--- src/rtl/riscv_trap_pkg.sv ---
// Shared definitions for the trap controller: FSM encoding and exception cause codes.
package riscv_trap_pkg;

  typedef enum logic [1:0] {
    ST_IDLE  = 2'd0,
    ST_TRAP  = 2'd1,
    ST_RET   = 2'd2,
    ST_DRAIN = 2'd3
  } trap_state_e;

  localparam logic [63:0] CAUSE_INST_MISALIGNED  = 64'd0;
  localparam logic [63:0] CAUSE_LOAD_MISALIGNED  = 64'd4;
  localparam logic [63:0] CAUSE_STORE_MISALIGNED = 64'd6;

endpackage

--- src/rtl/riscv_trap_prio_enc.sv ---
// Fixed-priority encoder: instruction > load > store misaligned.
module riscv_trap_prio_enc
  import riscv_trap_pkg::*;
(
  input  logic        inst_misaligned,
  input  logic        load_misaligned,
  input  logic        store_misaligned,
  output logic        exc_present,
  output logic [63:0] cause
);

  always_comb begin
    exc_present = inst_misaligned | load_misaligned | store_misaligned;
    cause       = '0;
    if (inst_misaligned)       cause = CAUSE_INST_MISALIGNED;
    else if (load_misaligned)  cause = CAUSE_LOAD_MISALIGNED;
    else if (store_misaligned) cause = CAUSE_STORE_MISALIGNED;
  end

endmodule

--- src/rtl/riscv_trap_ctrl.sv ---
// Trap/MRET sequencer: captures mepc/mcause/mtval, redirects the PC, then drains the front end.
module riscv_trap_ctrl
  import riscv_trap_pkg::*;
#(
  parameter int unsigned DRAIN_CYCLES = 2
) (
  input  logic        i_riscv_trap_clk,
  input  logic        i_riscv_trap_rst,
  input  logic        i_riscv_trap_valid,
  input  logic        i_riscv_trap_inst_addr_misaligned,
  input  logic        i_riscv_trap_load_addr_misaligned,
  input  logic        i_riscv_trap_store_addr_misaligned,
  input  logic [63:0] i_riscv_trap_pc,
  input  logic [63:0] i_riscv_trap_icu_result,
  input  logic        i_riscv_trap_mret,
  input  logic [63:0] i_riscv_trap_mtvec,
  output logic        o_riscv_trap_flush,
  output logic        o_riscv_trap_redirect,
  output logic [63:0] o_riscv_trap_redirect_pc,
  output logic        o_riscv_trap_stall,
  output logic [63:0] o_riscv_trap_mepc,
  output logic [63:0] o_riscv_trap_mcause,
  output logic [63:0] o_riscv_trap_mtval
);

  trap_state_e state_q, state_d;
  logic [2:0]  cnt_q;
  logic        exc_present;
  logic [63:0] exc_cause;
  logic        take_exc;
  logic        take_mret;
  logic        unused_bits;

  assign unused_bits = ^{i_riscv_trap_pc[0], i_riscv_trap_mtvec[1:0]};

  riscv_trap_prio_enc u_prio_enc (
    .inst_misaligned  (i_riscv_trap_inst_addr_misaligned),
    .load_misaligned  (i_riscv_trap_load_addr_misaligned),
    .store_misaligned (i_riscv_trap_store_addr_misaligned),
    .exc_present      (exc_present),
    .cause            (exc_cause)
  );

  // Exception beats MRET in the same cycle.
  assign take_exc  = (state_q == ST_IDLE) && i_riscv_trap_valid && exc_present;
  assign take_mret = (state_q == ST_IDLE) && i_riscv_trap_valid && i_riscv_trap_mret && !exc_present;

  always_ff @(posedge i_riscv_trap_clk) begin
    if (i_riscv_trap_rst) state_q <= ST_IDLE;
    else                  state_q <= state_d;
  end

  always_comb begin
    state_d = state_q;
    case (state_q)
      ST_IDLE: begin
        if (take_exc)       state_d = ST_TRAP;
        else if (take_mret) state_d = ST_RET;
      end
      ST_TRAP:  state_d = ST_DRAIN;
      ST_RET:   state_d = ST_IDLE;
      ST_DRAIN: if (cnt_q == 3'd0) state_d = ST_IDLE;
      default:  state_d = ST_IDLE;
    endcase
  end

  // Counter is preloaded in TRAP so DRAIN lasts exactly DRAIN_CYCLES cycles.
  always_ff @(posedge i_riscv_trap_clk) begin
    if (i_riscv_trap_rst) begin
      cnt_q             <= '0;
      o_riscv_trap_mepc   <= '0;
      o_riscv_trap_mcause <= '0;
      o_riscv_trap_mtval  <= '0;
    end else begin
      if (state_q == ST_TRAP)                        cnt_q <= 3'(DRAIN_CYCLES - 1);
      else if (state_q == ST_DRAIN && cnt_q != 3'd0) cnt_q <= cnt_q - 3'd1;
      if (take_exc) begin
        o_riscv_trap_mepc   <= {i_riscv_trap_pc[63:1], 1'b0};
        o_riscv_trap_mcause <= exc_cause;
        o_riscv_trap_mtval  <= i_riscv_trap_icu_result;
      end
    end
  end

  always_comb begin
    o_riscv_trap_flush       = 1'b0;
    o_riscv_trap_redirect    = 1'b0;
    o_riscv_trap_redirect_pc = '0;
    o_riscv_trap_stall       = 1'b0;
    case (state_q)
      ST_TRAP: begin
        o_riscv_trap_flush       = 1'b1;
        o_riscv_trap_redirect    = 1'b1;
        o_riscv_trap_redirect_pc = {i_riscv_trap_mtvec[63:2], 2'b00};
        o_riscv_trap_stall       = 1'b1;
      end
      ST_RET: begin
        o_riscv_trap_flush       = 1'b1;
        o_riscv_trap_redirect    = 1'b1;
        o_riscv_trap_redirect_pc = o_riscv_trap_mepc;
      end
      ST_DRAIN: o_riscv_trap_stall = 1'b1;
      default: ;
    endcase
  end

endmodule

--- config.mk ---
export PLATFORM = sky130hd
export DESIGN_NAME = riscv_trap_ctrl
export DESIGN_NICKNAME = d
export VERILOG_FILES = /design/src/rtl/riscv_trap_pkg.sv /design/src/rtl/riscv_trap_prio_enc.sv /design/src/rtl/riscv_trap_ctrl.sv
export SDC_FILE = /design/constraint.sdc
export NUM_CORES = 1
export LEC_CHECK = 0
export CAP_MARGIN = 30
export CORE_AREA = 5 5 174 176
export DETAILED_ROUTE_END_ITERATION = 7
export DIE_AREA = 0 0 179 181
export GPL_TIMING_DRIVEN = 1
export MAX_ROUTING_LAYER = met4
export PLACE_DENSITY = 0.72
export SLEW_MARGIN = 20
export SYNTH_ARGS = -nofsm -noshare
export SYNTH_HDL_FRONTEND = slang
export SYNTH_HIERARCHICAL = 1
export SYNTH_SLANG_ARGS = --single-unit
--- constraint.sdc ---
create_clock -name i_riscv_trap_clk -period 1.7 [get_ports i_riscv_trap_clk]
set_input_delay 0.34 -clock i_riscv_trap_clk [delete_from_list [all_inputs] [get_ports i_riscv_trap_clk]]
set_output_delay 0.34 -clock i_riscv_trap_clk [all_outputs]
set_load 0.03 [all_outputs]
; ---- Word level (Yosys, flattened, before mapping)
; Index checks and enable logic that the tools add are counted.
[classes]
add_sub_neg = 1
eq_ne = 5
n_mux = 12
bitwise_logic = 2
n_reduce_logical = 14
[ops]
columns = operator, count
row1 = 64-bit two-way mux, 2
row2 = 64-bit case mux with 2 select lines, 1
row3 = 2-bit case mux with 4 select lines, 1
row4 = 2-bit two-way mux, 3
row5 = 2-bit OR reduction, 3
row6 = 1-bit logical AND, 5
row7 = 2-bit == test (second input constant), 2
row8 = 1-bit two-way mux, 4
row9 = 3-bit zero test, 1
row10 = 3-bit two-way mux, 1
row11 = 3-bit inequality test (second input constant), 1
row12 = 3-bit nonzero test, 1
row13 = 3-bit by 1-bit subtractor with 3-bit output (second input constant), 1
row14 = 2-bit by 1-bit == test with 1-bit output (second input constant), 1
row15 = 2-bit zero test, 1
row16 = 2-bit inequality test (second input constant), 1
row17 = 1-bit bitwise OR, 2
row18 = 2-bit AND reduction, 1
row19 = 2-bit nonzero test, 1
row20 = 1-bit zero test, 1
[word_totals]
register_bits = 196
inputBits = 199
out_inout_bits = 259

; ---- Depth between registers and ports, before layout
; Gate-level depths: netlist of run 1.
[logic_depth]
ltp_word = 7
mapped_depth = 8
mapped_depth_nobuf = 7

; ---- Modules after synthesis
; Netlist of run 1, hierarchy kept.
[modules_own_cells]
columns = mod, instances, cells_each, area_per_inst_um2, seq_area_each_um2
row1 = riscv_trap_ctrl, 1, 1016, 7965.1, 3923.8
row2 = riscv_trap_prio_enc, 1, 66, 493.0, 0.0

; ---- Worst setup path after synthesis of run 1
; No wires, ideal clock.
[synth_path]
path_type = register to output
start = register state_q[0]
end = output port o_riscv_trap_redirect_pc[10]
t_arrival_ps = 1720
path_slack_ps = -360
path_stages_with_launch = 5
path_buffers = 1
path_cell_list = dfxtp_1 inv_1 ha_1 clkbuf_1 nor2b_1
[synth_via]
elab_chain_len = 2
[synth_rtl]
columns = element, line
row1 = start: declaration, riscv_trap_ctrl.sv:26  ; trap_state_e state_q, state_d;
row2 = start signal: assignment, riscv_trap_ctrl.sv:50  ; else state_q <= state_d;
row3 = 2-bit == test or 2-bit by 1-bit == test with 1-bit output (tied branches), riscv_trap_ctrl.sv:90  ; case (state_q)
row4 = 64-bit case mux with 2 select lines (*), riscv_trap_ctrl.sv:90
row5 = end: declaration, riscv_trap_ctrl.sv:19  ; output logic [63:0] o_riscv_trap_redirect_pc,
; Mark *: on every way between the ends. The rest lies on a longest branch, timed or not.

; ---- Worst setup path after layout of run 1
[layout_path]
start = register state_q[0]
end = output port o_riscv_trap_redirect_pc[11]
; The elaborated chain is that of the path after synthesis.

==> results of run 1 <==
-- worst min-delay path by stage --
| stage | cells past startpoint | slack [ns] | startpoint | to |
|---|---|---|---|---|
| 2_1_floorplan | 2 | 0.48 | i_riscv_trap_pc[10] | o_riscv_trap_mepc[10] |
| 3_3_place_gp | 2 | 0.44 | o_riscv_trap_mtval[37] | o_riscv_trap_mtval[37] |
| 3_5_place_dp | 2 | 0.45 | o_riscv_trap_mcause[53] | o_riscv_trap_mcause[53] |
| 4_1_cts | 2 | 0.23 | i_riscv_trap_rst | state_q[1] |
| 5_1_grt | 2 | 0.26 | i_riscv_trap_rst | o_riscv_trap_mepc[37] |
| 6_report | 2 | 0.26 | i_riscv_trap_rst | state_q[1] |
-- stage by stage --
step,setup TNS [ns],hold slack (ns),cell area (µm²),worst slack (ns)
6_report,-41.00,0.263,16500,-0.548
5_1_grt,-61.89,0.260,16500,-0.630
4_1_cts,-40.39,0.232,15200,-0.582
3_5_place_dp,-69.95,0.446,13900,-0.429
3_3_place_gp,-61.52,0.441,13900,-0.393
2_1_floorplan,-2.05,0.476,9010,-0.0580
-- sequential cells by signal, indices dropped and copies added (netlist names) --
signal and flops:
state_q 2, o_riscv_trap_mepc 63, o_riscv_trap_mcause 64, cnt_q 3, o_riscv_trap_mtval 64
-- power groups by stage --
| stage | logic (mW) | registers (mW) | clock network, mW |
|---|---|---|---|
| floorplan | 4.53 | 7.39 | 0 |
| global placement | 10.3 | 5.93 | 0 |
| detailed placement | 10.4 | 5.97 | 0 |
| CTS | 12.3 | 5.86 | 4.13 |
| global route | 14.3 | 6.07 | 4.35 |
| finish | 13.6 | 5.98 | 4.03 |
-- critical path, stage by stage (launching register included) --
cell and delay [ns]:
sky130_fd_sc_hd__dfxtp_4 0.37, sky130_fd_sc_hd__buf_6 0.12, sky130_fd_sc_hd__ha_4 0.19, sky130_fd_sc_hd__buf_4 0.15
sky130_fd_sc_hd__clkbuf_16 0.16, sky130_fd_sc_hd__a22oi_2 0.25, sky130_fd_sc_hd__nor2b_4 0.08, sky130_fd_sc_hd__buf_12 0.14
-- metal layers --
metal	track usage	vias up	routed length, µm
met5	-	-	0
met4	0.0841	0	1530
met3	0.0671	92	3330
met2	0.356	433	19300
met1	0.264	4541	15700
li1	-	4413	-
-- synthesized netlist by cell type, drive strengths merged --
library cell | instances | area (µm²)
a2111oi | 2 | 25.0
and3 | 2 | 12.5
or3 | 1 | 6.26
o21ai | 1 | 5.00
nand2 | 382 | 1430
inv | 5 | 18.8
nor2b | 63 | 397
clkbuf | 26 | 97.6
a22oi | 62 | 465
nand3 | 1 | 5.00
o21ba | 1 | 10.0
mux2i | 2 | 20.0
xnor2 | 1 | 8.76
ha | 7 | 87.6
or2 | 1 | 6.26
a211oi | 1 | 12.5
conb | 2 | 7.51
a21oi | 193 | 966
buf | 125 | 916
dfxtp | 196 | 3920
nor3b | 1 | 7.51
nor2 | 7 | 26.3
-- area by class of cell --
type | count | area share
timing repair buffer | 567 | 0.388
multi-input combinational | 792 | 0.307
sequential | 196 | 0.239
tap | 384 | 0.0292
clock buffer | 19 | 0.0275
clock inverter | 13 | 0.00707
inverter | 5 | 0.00129
antenna | 4 | 0.000608
-- placed cells by master (no fill, tap or decap), types with 19 or more instances in the layout --
cell	netlist	routed
sky130_fd_sc_hd__nand2_1	382	295
sky130_fd_sc_hd__dfxtp_1	196	194
sky130_fd_sc_hd__clkdlybuf4s50_1	0	194
sky130_fd_sc_hd__dlygate4sd2_1	0	191
sky130_fd_sc_hd__a21oi_1	193	105
sky130_fd_sc_hd__a21oi_2	0	88
sky130_fd_sc_hd__nand2_2	0	68
sky130_fd_sc_hd__conb_1	2	64
sky130_fd_sc_hd__buf_6	18	60
sky130_fd_sc_hd__buf_12	0	54
sky130_fd_sc_hd__nor2b_4	0	53
sky130_fd_sc_hd__a22oi_2	0	37
sky130_fd_sc_hd__buf_4	67	36
sky130_fd_sc_hd__clkbuf_16	0	33
sky130_fd_sc_hd__a22oi_1	62	25
sky130_fd_sc_hd__nand2_4	0	19
-- repair_timing --
item	in CTS	in global routing
pin swaps	9	103
endpoints found under the hold margin	0	0
gates resized for setup	311	239
setup buffers	12	13
gates cloned	14	16
setup endpoints to repair	265	258
-- kinds of logic after synthesis --
kind of cell / after synthesis
and+or+nand+nor: 458
DFF: 196
adders and majority gates: 7
xor gates and xnor gates: 1
other: 2
AOI/OAI and AO/OA: 260
muxes: 2
buffers and inverters: 156
==> results.py, run 1 <==
metrics = {
    "routing": {
        "drt-wirelength-per-cell_um": 20.1,
        "drc": 0,
        "drtAntennaViolNets": 0,
        "drtIter0Drc": 477,
        "drt-vias-per-instance": 4.79,
        "route.vias.total": 9479,
        "detail_route.wirelength_um": 39900,
        "detail_route.first_pass.iterations": 5,
    },
    "timing": {
        "grt_setup_unrepaired": "true",
        "maxClockFrequency_ghz": 0.445,
        "period_needed_ns": 2.25,
        "timing.final.ws_setup_ns": -0.548,
        "fin_worst_skew_ns": 0.0117,
        "final_setup_fails": 227,
        "finalHoldViolCount": 0,
        "slew_viol_final": 0,
        "min_period_over_period": 1.32,
    },
    "synthesis": {
        "yosys_warnings": 6,
        "synth_cells": 1082,
        "synthSimpleGateAreaFrac": 0.224,
        "synth_area_per_cell_um2": 7.82,
        "synth_seq_cells": 196,
        "netlist_area_mm2": 0.00846,
        "synth_top_family_by_area": "simple AND/OR/NAND/NOR gates",
        "synth_sequential_area_ratio": 0.464,
        "synthAdderAreaFrac": 0.0104,
        "yosys.cell_types.count": 27,
        "post_synthesis_compound_gate_area_fraction": 0.175,
        "post_synth_mux_area_share": 0.00237,
        "yosys.area_share.xor_xnor": 0.00104,
    },
    "clock_network": {
        "source_to_sink_clock_delay_at_the_later_pin_of_the_worst_skew_pair_ns": 0.44,
        "max-clock-path-buffers": 2,
        "tritoncts": "built",
        "clk_transition_reported_paths_ns": 0.08,
        "cts_max_level": 4,
        "cts.sinks": 196,
        "cts_bufs_inserted": 17,
        "cts.hold.buffers_added": 0,
        "clock_tree.root_cell": "sky130_fd_sc_hd__clkbuf_16",
    },
    "critical_path": {
        "r2r_start": "state_q[0]",
        "worstSetupStartpointType": "flop",
        "r2r_end": "o_riscv_trap_mepc[11]",
        "cp-endpoint": "o_riscv_trap_redirect_pc[11]",
        "critPathMaxFanout": 7,
        "timing.critical_path.arrival_ns": 1.91,
        "r2r_depth": 10,
        "cp.required_ns": 1.36,
        "crit_end_category": "primary output",
        "critPathKind": "flop to primary output",
        "r2r_slack_ns": -0.16,
        "critPathLaunch": "state_q[0]",
    },
    "placed_design": {
        "place.detailed.hpwl_um": 25900,
        "placed_cells": 1895,
        "place_congestion": 0.873,
        "place.port_buffers": 452,
    },
    "floorplan": {
        "boundaryPins": 458,
        "initial_core_util": 0.297,
        "placement_rows": 62,
        "die-area_mm2": 0.0324,
        "core_area_mm2": 0.0285,
        "die_h_um": 181,
        "dieWidth_um": 179,
    },
    "pwr": {
        "power.density_cell_area_mw_per_mm2": 1440,
        "combinationalPowerShare": 0.577,
        "internal_power_mw": 13.9,
        "post-layout-total-power_mw": 23.7,
        "seq_power_share": 0.253,
        "power.clock.fraction": 0.171,
        "total_leakage_power_nw": 6.96,
        "worst_ir_drop_vdd_uv": 607,
        "power.net_switching_mw": 9.75,
        "switching_share": 0.412,
    },
    "final_layout": {
        "fillers": 2377,
        "multi_input_comb_area_mm2": 0.00506,
        "finish.net_count": 1785,
        "post_route_cells_drive_above_1_share": 0.316,
        "post_layout_nonfiller_instances": 1980,
        "postLayoutCoreUtil": 0.578,
        "sequential_cell_area_mm2": 0.00393,
        "flow.area_growth_from_synthesis_pct": 94.6,
    },
    "grt": {
        "first_global_vias": 8980,
        "wire_length_of_the_first_global_routing_pass_um": 54000,
        "grt_start_max_net_pins": 64,
        "antenna_found_initial": 4,
        "gr-total-overflow": 0,
        "combined_global_route_utilization_of_all_metal_layers": 0.223,
    },
    "outcome": {
        "failed_checks": "negative setup slack",
        "run_status": "finished, violations left",
    },
    "flow_run": {
        "cap_violations": 0,
    },
    "min_path": {
        "holdCritPathClass": "input port to flop",
    },
}
(Power assumes the default switching activity.)
==> run 2: changes to the inputs <==
MAX_ROUTING_LAYER = default   (was met4)
==> run 2 against run 1 <==
- the flow still finishes with violations (negative setup slack)
- maximum frequency down 3.1%
- flip-flop and latch count unchanged
- die area unchanged
- clock power about the same
- non-clock buffer count up 6
- setup slack worse by 0.073 ns
- hold slack better by 0.0067 ns
- final area up 7.7%
- count of clock-buffer cells in the layout unchanged
- critical endpoint unchanged
- largest cell class unchanged
==> results.py, run 2 (synthesized netlist as in run 1, its figures left out) <==
metrics = {
    "critical_path": {
        "critical-path-max-stage-delay_ns": 0.37,
        "cp.required_ns": 1.36,
        "critPathMaxFanout": 7,
        "crit_end_category": "primary output",
        "r2r_slack_ns": -0.15,
        "worstSetupStartpointType": "flop",
        "critPathKind": "flop to primary output",
        "crit_path_cell_trace": "buf_6 > ha_4 > buf_4 > clkbuf_16 > a22oi_2 > nor2b_4 > buf_12",
        "slowest_stage_cell_cp": "sky130_fd_sc_hd__dfxtp_4",
        "timing.critical_path.arrival_ns": 1.98,
    },
    "pwr": {
        "seq_power_share": 0.246,
        "total_leakage_power_nw": 7.65,
        "internal_power_mw": 14.5,
        "combinationalPowerShare": 0.594,
        "worst_ir_drop_vdd_uv": 671,
        "power.net_switching_mw": 10.8,
        "power.density_cell_area_mw_per_mm2": 1430,
        "switching_share": 0.425,
        "post-layout-total-power_mw": 25.3,
        "power.clock.fraction": 0.160,
    },
    "routing": {
        "drc": 0,
        "drt-wirelength-per-cell_um": 21.5,
        "detail_route.wirelength_um": 42600,
        "route.vias.total": 9636,
        "drtAntennaViolNets": 0,
        "detail_route.first_pass.iterations": 5,
        "drtIter0Drc": 615,
        "drt-vias-per-instance": 4.86,
    },
    "floorplan": {
        "die_h_um": 181,
        "boundaryPins": 458,
        "dieWidth_um": 179,
        "die-area_mm2": 0.0324,
        "core_area_mm2": 0.0285,
        "initial_core_util": 0.297,
        "placement_rows": 62,
    },
    "clock_network": {
        "source_to_sink_clock_delay_at_the_later_pin_of_the_worst_skew_pair_ns": 0.44,
        "cts.hold.buffers_added": 0,
        "clock_tree.root_cell": "sky130_fd_sc_hd__clkbuf_16",
        "cts.sinks": 196,
        "cts_max_level": 4,
        "tritoncts": "built",
        "clk_transition_reported_paths_ns": 0.08,
        "max-clock-path-buffers": 2,
        "cts_bufs_inserted": 17,
    },
    "timing": {
        "slew_viol_final": 0,
        "maxClockFrequency_ghz": 0.431,
        "period_needed_ns": 2.32,
        "min_period_over_period": 1.37,
        "setup-tns-final_ns": -45.03,
        "final_setup_fails": 255,
        "grt_setup_unrepaired": "true",
        "fin_worst_skew_ns": 0.0117,
        "finalHoldViolCount": 0,
        "timing.final.ws_setup_ns": -0.621,
    },
    "grt": {
        "antenna_found_initial": 1,
        "wire_length_of_the_first_global_routing_pass_um": 54000,
        "first_global_vias": 8925,
        "grt_start_max_net_pins": 64,
        "gr-total-overflow": 0,
        "combined_global_route_utilization_of_all_metal_layers": 0.217,
    },
    "final_layout": {
        "flow.area_growth_from_synthesis_pct": 110,
        "insertedDiodeCount": 0,
        "multi_input_comb_area_mm2": 0.00619,
        "post_route_cells_drive_above_1_share": 0.417,
        "sequential_cell_area_mm2": 0.00393,
        "largestRegisters": "o_riscv_trap_mcause: 64 flops, o_riscv_trap_mtval: 64 flops, o_riscv_trap_mepc: 63 flops",
        "fillers": 2156,
        "final_common_cell": "sky130_fd_sc_hd__nand2_1",
        "most-common-layout-cells": "sky130_fd_sc_hd__nand2_1, sky130_fd_sc_hd__dfxtp_1, sky130_fd_sc_hd__clkdlybuf4s50_1, sky130_fd_sc_hd__dlygate4sd2_1, sky130_fd_sc_hd__a21oi_2",
        "finish.net_count": 1792,
    },
    "placed_design": {
        "place.detailed.hpwl_um": 25900,
        "place.port_buffers": 452,
        "place_congestion": 0.859,
    },
    "min_path": {
        "holdCritPathClass": "input port to flop",
    },
    "flow_run": {
        "cap_violations": 0,
    },
    "outcome": {
        "failed_checks": "negative setup slack",
        "run_status": "finished, violations left",
    },
}
run 2: through the flow:
| step | hold WS (ns) | std cells | area (µm²) | setup WS (ns) | utilization |
|---|---|---|---|---|---|
| 4_1_cts | 0.232 | 1953 | 15200 | -0.582 | 0.536 |
| 6_report | 0.269 | 1983 | 17700 | -0.621 | 0.623 |
| 2_1_floorplan | 0.476 | 1144 | 9010 | -0.0580 | - |
| 3_3_place_gp | 0.441 | 1895 | 13900 | -0.393 | 0.488 |
| 3_5_place_dp | 0.446 | 1895 | 13900 | -0.429 | 0.488 |
| 5_1_grt | 0.267 | 1983 | 17700 | -0.665 | 0.623 |
run 2: cell type report:
class,instances,share of cell area
Timing Repair Buffer,573,0.369
Multi-Input combinational cell,793,0.349
Sequential cell,196,0.222
Tap cell,384,0.0271
Clock buffer,19,0.0255
Clock inverter,13,0.00656
Inverter,5,0.00120
run 2: critical path: cells and delay by family (launching register included):
family / cells / cell delay [ns]
AOI/OAI and AO/OA: 1 / 0.31
DFF: 1 / 0.37
and+or+nand+nor: 1 / 0.09
buffers and inverters: 4 / 0.58
adders and majority gates: 1 / 0.19
run 2: power groups by stage:
| stage | Clock, mW | Sequential, mW | Combinational, mW |
|---|---|---|---|
| after floorplan | 0 | 7.39 | 4.53 |
| after global placement | 0 | 5.93 | 10.3 |
| after detailed placement | 0 | 5.97 | 10.4 |
| after CTS | 4.13 | 5.86 | 12.3 |
| after global routing | 4.34 | 6.31 | 15.6 |
| final | 4.05 | 6.21 | 15.0 |
run 2: routing by layer:
metal | vias up | global-route usage | share of wire
met5 | - | 0 | 0.00031
met2 | 482 | 0.357 | 0.48
met4 | 2 | 0.0795 | 0.047
met1 | 4593 | 0.259 | 0.37
met3 | 119 | 0.0767 | 0.097
li1 | 4440 | - | -
run 2: worst paths after layout:
path | from | endpoint | depth (start not counted)
setup reg to reg | state_q[0] | o_riscv_trap_mepc[31] | 11
hold / removal | i_riscv_trap_rst | o_riscv_trap_mepc[35] | 2
hold reg to reg | o_riscv_trap_mcause[61] | o_riscv_trap_mcause[61] | 2
setup / recovery | state_q[0] | o_riscv_trap_redirect_pc[11] | 7
run 2: repair_timing:
action	CTS	global route
pin swaps	9	301
gates resized for setup	311	534
setup buffers	12	13
cloned	14	22
setup endpoints to repair	265	258
